===== src/rtl/if_id_stage_pkg.sv =====
// Shared LC-3b pipeline types used by the fetch/decode boundary.
package lc3b_types;

  typedef logic [15:0] lc3b_word;

  typedef struct packed {
    lc3b_word pc;
    lc3b_word ir;
  } lc3b_fetch_entry;

  typedef enum logic [1:0] {
    IDLE  = 2'd0,
    BUSY  = 2'd1,
    DRAIN = 2'd2
  } lc3b_if_state;

endpackage


===== src/rtl/if_id_stage_fetch_fifo.sv =====
// Circular buffer of fetched {pc, ir} entries; head is read straight from storage.
module fetch_fifo
  import lc3b_types::*;
#(
  parameter int DEPTH = 2,
  parameter int AW    = $clog2(DEPTH)
) (
  input  logic            clk,
  input  logic            reset_n,
  input  logic            push,
  input  lc3b_fetch_entry push_data,
  input  logic            pop,
  input  logic            clear,
  output logic [AW:0]     count,
  output logic            empty,
  output logic            full,
  output lc3b_fetch_entry head
);

  localparam logic [AW:0] DEPTH_W = (AW+1)'(DEPTH);

  lc3b_fetch_entry mem_r [DEPTH];
  logic [AW-1:0]   wr_ptr_r;
  logic [AW-1:0]   rd_ptr_r;
  logic [AW:0]     count_r;
  logic            do_push_s;
  logic            do_pop_s;

  assign empty = (count_r == '0);
  assign full  = (count_r == DEPTH_W);
  assign count = count_r;
  assign head  = mem_r[rd_ptr_r];

  // clear dominates; a pop on empty or a push on full is ignored
  assign do_push_s = push && !full && !clear;
  assign do_pop_s  = pop && !empty && !clear;

  // pointer and occupancy bookkeeping
  always_ff @(posedge clk or negedge reset_n) begin
    if (!reset_n) begin
      wr_ptr_r <= '0;
      rd_ptr_r <= '0;
      count_r  <= '0;
    end else if (clear) begin
      wr_ptr_r <= '0;
      rd_ptr_r <= '0;
      count_r  <= '0;
    end else begin
      if (do_push_s) begin
        wr_ptr_r <= wr_ptr_r + AW'(1);
      end
      if (do_pop_s) begin
        rd_ptr_r <= rd_ptr_r + AW'(1);
      end
      case ({do_push_s, do_pop_s})
        2'b10:   count_r <= count_r + (AW+1)'(1);
        2'b01:   count_r <= count_r - (AW+1)'(1);
        default: count_r <= count_r;
      endcase
    end
  end

  // entry storage
  always_ff @(posedge clk or negedge reset_n) begin
    if (!reset_n) begin
      for (int i = 0; i < DEPTH; i++) begin
        mem_r[i] <= '0;
      end
    end else if (do_push_s) begin
      mem_r[wr_ptr_r] <= push_data;
    end else begin
      mem_r[wr_ptr_r] <= mem_r[wr_ptr_r];
    end
  end

endmodule


===== src/rtl/if_id_stage.sv =====
// LC-3b fetch-to-decode stage: issues imem reads, buffers returned words, feeds decode.
module if_id_stage
  import lc3b_types::*;
#(
  parameter int DEPTH = 2
) (
  input  logic     clk,
  input  logic     reset_n,
  input  lc3b_word pc_in,
  input  lc3b_word imem_rdata,
  input  logic     imem_resp,
  output logic     imem_read,
  output lc3b_word imem_address,
  output logic     load_pc,
  input  logic     flush,
  input  logic     id_ready,
  output logic     valid_out,
  output lc3b_word ir_out,
  output lc3b_word pc_out
);

  localparam int          AW      = $clog2(DEPTH);
  localparam logic [AW:0] DEPTH_W = (AW+1)'(DEPTH);

  lc3b_if_state    state_r;
  lc3b_if_state    state_next_s;
  logic            imem_read_r;
  logic            imem_read_next_s;
  lc3b_word        imem_address_r;
  lc3b_word        imem_address_next_s;
  logic            push_s;
  logic            pop_s;
  logic [AW:0]     count_s;
  logic            empty_s;
  logic            full_s;
  lc3b_fetch_entry push_data_s;
  lc3b_fetch_entry head_s;

  assign imem_read    = imem_read_r;
  assign imem_address = imem_address_r;
  assign valid_out    = !empty_s;
  assign ir_out       = head_s.ir;
  assign pc_out       = head_s.pc;
  assign pop_s        = valid_out && id_ready && !flush;
  assign push_data_s  = '{pc: imem_address_r, ir: imem_rdata};

  // flush term lets the fetch stage capture its redirect target
  assign load_pc = ((state_r == BUSY) && imem_resp && !flush) || flush;

  // state and request registers
  always_ff @(posedge clk or negedge reset_n) begin
    if (!reset_n) begin
      state_r        <= IDLE;
      imem_read_r    <= 1'b0;
      imem_address_r <= 16'h0000;
    end else begin
      state_r        <= state_next_s;
      imem_read_r    <= imem_read_next_s;
      imem_address_r <= imem_address_next_s;
    end
  end

  // next-state and request control; requests only go out with a free slot reserved
  always_comb begin
    state_next_s        = state_r;
    imem_read_next_s    = imem_read_r;
    imem_address_next_s = imem_address_r;
    push_s              = 1'b0;
    case (state_r)
      IDLE: begin
        if (!flush && (count_s < DEPTH_W)) begin
          state_next_s        = BUSY;
          imem_read_next_s    = 1'b1;
          imem_address_next_s = pc_in;
        end else begin
          imem_read_next_s = 1'b0;
        end
      end
      BUSY: begin
        if (imem_resp) begin
          push_s           = !flush;
          state_next_s     = IDLE;
          imem_read_next_s = 1'b0;
        end else if (flush) begin
          state_next_s = DRAIN;
        end else begin
          state_next_s = BUSY;
        end
      end
      DRAIN: begin
        if (imem_resp) begin
          state_next_s     = IDLE;
          imem_read_next_s = 1'b0;
        end else begin
          state_next_s = DRAIN;
        end
      end
      default: begin
        state_next_s     = IDLE;
        imem_read_next_s = 1'b0;
      end
    endcase
  end

  fetch_fifo #(
    .DEPTH(DEPTH)
  ) u_fifo (
    .clk      (clk),
    .reset_n  (reset_n),
    .push     (push_s),
    .push_data(push_data_s),
    .pop      (pop_s),
    .clear    (flush),
    .count    (count_s),
    .empty    (empty_s),
    .full     (full_s),
    .head     (head_s)
  );

endmodule


===== config.mk =====
export PLATFORM = sky130hd
export DESIGN_NAME = if_id_stage
export DESIGN_NICKNAME = d
export VERILOG_FILES = /design/src/rtl/if_id_stage_pkg.sv /design/src/rtl/if_id_stage_fetch_fifo.sv /design/src/rtl/if_id_stage.sv
export SDC_FILE = /design/constraint.sdc
export NUM_CORES = 1
export LEC_CHECK = 0
export CAP_MARGIN = 10
export CORE_AREA = 2 2 88 90
export CTS_BUF_LIST = sky130_fd_sc_hd__clkbuf_8
export CTS_CLUSTER_DIAMETER = 200
export DETAILED_ROUTE_END_ITERATION = 12
export DIE_AREA = 0 0 90 92
export GPL_TIMING_DRIVEN = 0
export PLACE_DENSITY = 0.85
export SYNTH_ARGS = -nofsm -noshare
export SYNTH_HDL_FRONTEND = slang
export SYNTH_SLANG_ARGS = --single-unit

===== constraint.sdc =====
create_clock -name clk -period 4.5 [get_ports clk]
set_clock_uncertainty 0.05 [all_clocks]
set_input_delay 0.9 -clock clk [delete_from_list [all_inputs] [get_ports clk]]
set_output_delay 0.9 -clock clk [all_outputs]
set_load 0.03 [all_outputs]

==> key figures, run 1 <==
Outcome
  – Outcome: completed

Timing
  – Peak Freq: 283 MHz
  – Final Setup Violations: 0
  – Max-slew violation count: 0
  – Final Cycle Share: 0.787
  – Tmin final: around 3500 ps
  – Setup TNS: 0 ps
  – Worst slew margin: 0.490
  – Worst-margin pin slew: roughly 770 ps
  – RSZ-0062 raised after global routing: no
  – Final hold violation count: 0
  – Worst hold margin: roughly 380 ps

Die
  – Total number of placement rows: 32
  – Initial Utilization: 0.532
  – Die area: about 8300 sq um
  – I/O pin cnt: 88
  – Die height: around 90 um
  – Die span in x: ~90 um
  – Core ar.: about 7400 sq um

Critical path
  – Slowest-stage cell, CP: clkdlybuf4s50_1
  – Critical path's top delay family: buffers and inverters
  – Startpoint Class: input port
  – CP Data Required Time: 3550 ps
  – Slowest stage delay, CP: 660 ps
  – Setup CP Type: in2out
  – Buffers & Inverters on Critical Path: 3
  – Crit end category: output port
  – Reg2reg start: state_r[1]
  – Crit path cell chain: clkdlybuf4s50_1, clkbuf_1, or2b_1, clkdlybuf4s50_1
  – Most common cell on crit path: clkdlybuf4s50_1
  – Crit path DAT: approximately 2600 ps
  – Critical Path Source: flush
  – Worst-path fanout max: 10

Synth
  – Mean Syn Cell Area: about 16 sq um
  – Ys Warns: 0
  – Compound-Gate Fraction of Synth Area: 0.0212
  – Cell Area, Synth: roughly 4000 sq um
  – Predominant post-synthesis flop cell: dfrtp_1
  – Seq cells post-synth: 87
  – Synth Net Count: approximately 290
  – Synth Area in Adders: 0.0126
  – Multiplexer share of the synthesized area: 0.350
  – Synth unique cells: 35
  – Number of synthesized flops with an enable pin: 0
  – Post-synthesis xor/xnor area fraction: 0.00221
  – FFs w/ async S/R, synth: 1.00
  – Mapped Cells: roughly 250
  – Sequential area share after synthesis: 0.550
  – Synth Area in Simple Gates: 0.0310
  – Combinational family with the most area after synthesis: multiplexers

Clock network
  – Post-cts sizing count: 0
  – Post-CTS Hold Buffers: 0
  – Clk buf depth: 2
  – CTS tree: built
  – Post-CTS Setup Bufs: 0
  – Root buf cell: clkbuf_8
  – Clock latency on the worst-skew pair: about 350 ps
  – H-Tree Depth: 3
  – TritonCTS buffer count: 9
  – # clock sinks: between 80 and 90
  – Clock transition at the registers of the reported paths: roughly 80 ps

Place
  – HPWL after DPL: ~5400 um
  – Inst Count DP: 441
  – Routability cong.: between 0.7 and 0.8
  – Port-buffer cells: slightly below 90

Pwr
  – Pwr/cell area: between 700 and 800 nW/um^2
  – Leakage power: between 2 and 2.5 nW
  – IR drop worst, VDD: about 0.44 mV

Route
  – DRT Pass-1 Iters: 4
  – Initial DRC Count: 62
  – DR WL/cell: between 15 and 20 um
  – DR vias/cell: a little over 5
  – Vias: 2,373
  – DRC viols: 0
  – Routed Antenna Nets: 0
  – DRT Wirelength: 7850 um

Finish
  – Nets: around 390
  – Fin cells: between 400 and 500
  – Fill count: approximately 520
  – # diodes: 0
  – Layout cell share with drive strength beyond 1: 0.403
  – Area delta synth->final: 29.8%

Global route
  – Initial antenna violation count: 0
  – Largest net degree at the start of global routing: just under 70
  – First-pass GRT wire length: 13,000 um
  – Global route overflow: 0
  – GRT Overall Usage: 0.201
  – Vias in the first global route: roughly 2,500

Hold path
  – Hold crit path type: in2async

Run
  – Max-cap violations: 0
==> worst paths after layout <==
check,endpoint,slack [ps],cells after the start
min in group clk,u_fifo.mem_r[9],460,1
min,imem_address[15],380,1
min reg2reg,u_fifo.mem_r[9],460,1
max,load_pc,960,4
max reg2reg,u_fifo.mem_r[5],2080,6
max in group asynchronous,u_fifo.mem_r[11],3390,2
==> sequential cells by signal, indices dropped and copies added (netlist names) <==
| signal | flops |
|---|---|
| u_fifo.wr_ptr_r | 1 |
| imem_read | 1 |
| imem_address | 16 |
| u_fifo.mem_r | 64 |
| u_fifo.rd_ptr_r | 1 |
| state_r | 2 |
| u_fifo.count | 2 |
==> synth_stat cells (2+ instances only) <==
master     n  area (sq um)
dfrtp_1   87          2180
mux2_2    83           935
mux2_4    30           450
clkbuf_1   5          18.8
a21oi_1    4          20.0
ha_1       4          50.1
buf_12     3          60.1
buf_4      3          22.5
inv_1      3          11.3
buf_2      2          10.0
nand2_1    2          7.51
o21ai_0    2          10.0
==> stage by stage <==
step | power [mW] | util | instance area (sq um) | worst slack [ps]
after floorplan | 2.56 | - | 3960 | 2060
after global placement | 3.19 | 0.666 | 4960 | -618
after detailed placement | 3.26 | 0.669 | 4980 | 964
after CTS | 3.73 | 0.691 | 5140 | 918
after global routing | 3.89 | 0.691 | 5140 | 825
final | 3.69 | 0.691 | 5140 | 960
==> area by class of cell <==
cell class / count / area (sq um) / area share
repair buffers: 88 / 896 / 0.174
plain buffers: 14 / 123 / 0.0238
clock inverters: 7 / 33.8 / 0.00657
clock buffers: 9 / 124 / 0.0241
inverters: 3 / 11.3 / 0.00219
multi-input cells: 147 / 1650 / 0.321
well taps: 102 / 128 / 0.0248
flip-flops and latches: 87 / 2180 / 0.423
==> per-layer routing <==
| layer | global-route usage | up-vias | wire (um) |
|---|---|---|---|
| met1 | 0.266 | 1209 | 3610 |
| met3 | 0.0723 | 6 | 400 |
| met5 | 0 | - | 0 |
| li1 | - | 1097 | - |
| met4 | 0.0462 | 0 | 57 |
| met2 | 0.321 | 61 | 3780 |
==> cell families after synthesis <==
| kind of cell | count (synthesis) |
|---|---|
| AOI/OAI and AO/OA | 13 |
| muxes | 113 |
| DFF | 87 |
| adders and majority gates | 4 |
| buffers and inverters | 17 |
| and+or+nand+nor | 16 |
| xor gates and xnor gates | 1 |
==> power breakdown <==
part           total, mW  switching, mW  internal (mW)
clock network      0.454          0.262          0.192
registers           1.34          0.219           1.12
logic               1.89          0.893          0.999
total               3.69           1.37           2.32
==> layout by cell type, fill, tap and decap left out, drive strengths merged, types with 2 or more instances in the layout <==
master	count
clkbuf	14
clkdlybuf4s50	86
dfrtp	87
o21ai	2
buf	11
ha	4
a21oi	4
clkinv	3
nor3b	2
inv	6
mux2	113
nand2	3
Power figures use the tool's default switching activity.
==> inputs of run 2 (changes only) <==
--- a/config.mk
+++ b/config.mk
@@ -6,13 +6,13 @@
 export NUM_CORES = 1
 export LEC_CHECK = 0
 export CAP_MARGIN = 10
-export CORE_AREA = 2 2 88 90
+export CORE_AREA = 2 2 91 93
 export CTS_BUF_LIST = sky130_fd_sc_hd__clkbuf_8
 export CTS_CLUSTER_DIAMETER = 200
 export DETAILED_ROUTE_END_ITERATION = 12
-export DIE_AREA = 0 0 90 92
+export DIE_AREA = 0 0 93 95
 export GPL_TIMING_DRIVEN = 0
-export PLACE_DENSITY = 0.85
+export PLACE_DENSITY = 0.8
 export SYNTH_ARGS = -nofsm -noshare
 export SYNTH_HDL_FRONTEND = slang
 export SYNTH_SLANG_ARGS = --single-unit
==> constraint.sdc (replaced) <==
create_clock -name clk -period 3.3 [get_ports clk]
set_clock_uncertainty 0.05 [all_clocks]
set_input_delay 0.66 -clock clk [delete_from_list [all_inputs] [get_ports clk]]
set_output_delay 0.66 -clock clk [all_outputs]
set_load 0.03 [all_outputs]
==> run 2 against run 1 <==
Against the previous run:
- design area increased by 1.6%
- core utilization shrank 3.2 points
- wire length is 1.6% lower
- critical path type unchanged
- largest power group unchanged
==> key figures, run 2 (same netlist as run 1, synthesis figures left out) <==
Pwr
  – Clock power share: 0.159
  – Psw: between 1.5 and 2 mW
  – Seq pwr share: 0.349
  – Leakage power: about 2.4 nW
  – Total power: roughly 5.2 mW
  – Sw Share: 0.357
  – IR drop worst, VDD: approximately 0.46 mV
  – Pwr/cell area: roughly 1000 nW/um^2
  – Internal Pwr Total: roughly 3.4 mW
  – Combinational share of power: 0.492

Critical path
  – Buffers & Inverters on Critical Path: 3
  – Crit end category: output port
  – Startpoint Class: input port
  – Slowest-stage cell, CP: clkdlybuf4s50_1
  – Flop2flop setup slack: about 980 ps
  – Slowest stage delay, CP: around 670 ps
  – CP Data Required Time: 2590 ps
  – Worst-path fanout max: 10
  – Crit path cell chain: clkdlybuf4s50_1, clkbuf_1, or2b_1, clkdlybuf4s50_1
  – Crit path DAT: 2390 ps
  – Most common cell on crit path: clkdlybuf4s50_1
  – Critical path's top delay family: buffers and inverters
  – Setup CP Type: in2out

Timing
  – Tmin final: 3100 ps
  – Max-slew violation count: 0
  – Peak Freq: 323 MHz
  – Worst slew margin: 0.529
  – Final Setup Violations: 0
  – Worst hold margin: 122 ps
  – Final Cycle Share: 0.939
  – Worst-margin pin slew: 704 ps
  – Final hold violation count: 0
  – RSZ-0062 raised after global routing: no

Route
  – DRC viols: 0
  – Initial DRC Count: 76
  – DR WL/cell: 16.8 um
  – Vias: 2,357
  – DR vias/cell: between 5 and 6
  – DRT Pass-1 Iters: 4
  – DRT Wirelength: 7730 um
  – Routed Antenna Nets: 0

Hold path
  – Hold crit path type: in2async

Clock network
  – TritonCTS buffer count: 9
  – Clock transition at the registers of the reported paths: 80 ps
  – H-Tree Depth: 3
  – Root buf cell: clkbuf_8
  – CTS tree: built
  – Post-CTS Setup Bufs: 0
  – Clk buf depth: 2
  – Clock latency on the worst-skew pair: 350 ps
  – # clock sinks: slightly below 90

Global route
  – Vias in the first global route: approximately 2,400
  – Global route overflow: 0
  – Largest net degree at the start of global routing: 72
  – GRT Overall Usage: 0.183
  – First-pass GRT wire length: 12,200 um
  – Initial antenna violation count: 0

Finish
  – Layout cell share with drive strength beyond 1: 0.417
  – # diodes: 0
  – Nets: 391
  – Largest register FFs: 64
  – Top reg by flops: u_fifo.mem_r
  – Area delta synth->final: 31.9%
  – Most common cell after layout, fill and taps aside: dfrtp_1
  – Fin cells: 460
  – Most frequent cells in the layout: dfrtp_1, clkdlybuf4s50_1, mux2_2

Place
  – HPWL after DPL: ~5400 um
  – Port-buffer cells: 87
  – Routability cong.: 0.822
  – Inst Count DP: ~440

Die
  – Die span in x: roughly 93 um
  – Die height: approximately 95 um
  – Initial Utilization: 0.500
  – I/O pin cnt: between 80 and 90
  – Die area: 8840 sq um
  – Total number of placement rows: 33
  – Core ar.: between 7000 and 8000 sq um

Run
  – Max-cap violations: 0

Outcome
  – Outcome: completed
run 2: power groups by stage:
stage	Combinational (mW)	Clock (mW)	Sequential, mW
2_1_floorplan	1.52	0	1.97
3_3_place_gp	2.55	0	1.81
3_5_place_dp	2.60	0	1.84
4_1_cts	2.61	0.857	1.83
5_1_grt	2.71	0.906	1.89
6_report	2.57	0.834	1.83
run 2: per-stage QoR:
step                worst slack (ps)  instance area, sq um  TNS (ps)   util
finish                           202                  5220         0  0.659
detailed placement               230                  4990         0  0.629
floorplan                       1230                  3960         0      -
CTS                              196                  5220         0  0.659
global route                     128                  5220         0  0.659
global placement               -1560                  4960   -134760  0.626
run 2: layer usage:
| metal | part of all wire | routed length (um) | up-vias | global-route usage |
|---|---|---|---|---|
| met1 | 0.44 | 3400 | 1198 | 0.240 |
| met5 | 0 | 0 | - | 0 |
| met2 | 0.51 | 3910 | 47 | 0.301 |
| met4 | 0.022 | 172 | 0 | 0.0821 |
| met3 | 0.032 | 245 | 15 | 0.0295 |
| li1 | - | - | 1097 | - |
run 2: final timing paths:
kind                                  start  cells past startpoint                to
max                                   flush                      4           load_pc
min                                 reset_n                      1  u_fifo.mem_r[44]
max reg2reg                      state_r[1]                      6  u_fifo.mem_r[25]
min reg2reg                u_fifo.mem_r[18]                      1  u_fifo.mem_r[18]
max in group asynchronous           reset_n                      2  u_fifo.mem_r[30]
min in group clk           u_fifo.mem_r[18]                      1  u_fifo.mem_r[18]
run 2: area by class of cell:
type	count	area, sq um
plain buffers	14	126
clock buffers	11	151
clock inverters	5	80.1
fillers	595	2700
inverters	3	11.3
multi-input cells	147	1650
flip-flops and latches	87	2180
well taps	105	131
repair buffers	88	896
run 2: worst register-to-register path, cell delays in order, from the launching register on:
cell,delay (ps)
dfrtp_1,430
inv_1,90
ha_1,240
nand2_2,150
nor4b_2,580
buf_4,320
mux2_2,350
run 2: what timing repair did:
item	CTS	global route
setup endpoints to repair	29	0
hold buffers	0	0
endpoints found under the hold margin	0	0
gates resized for setup	3	0
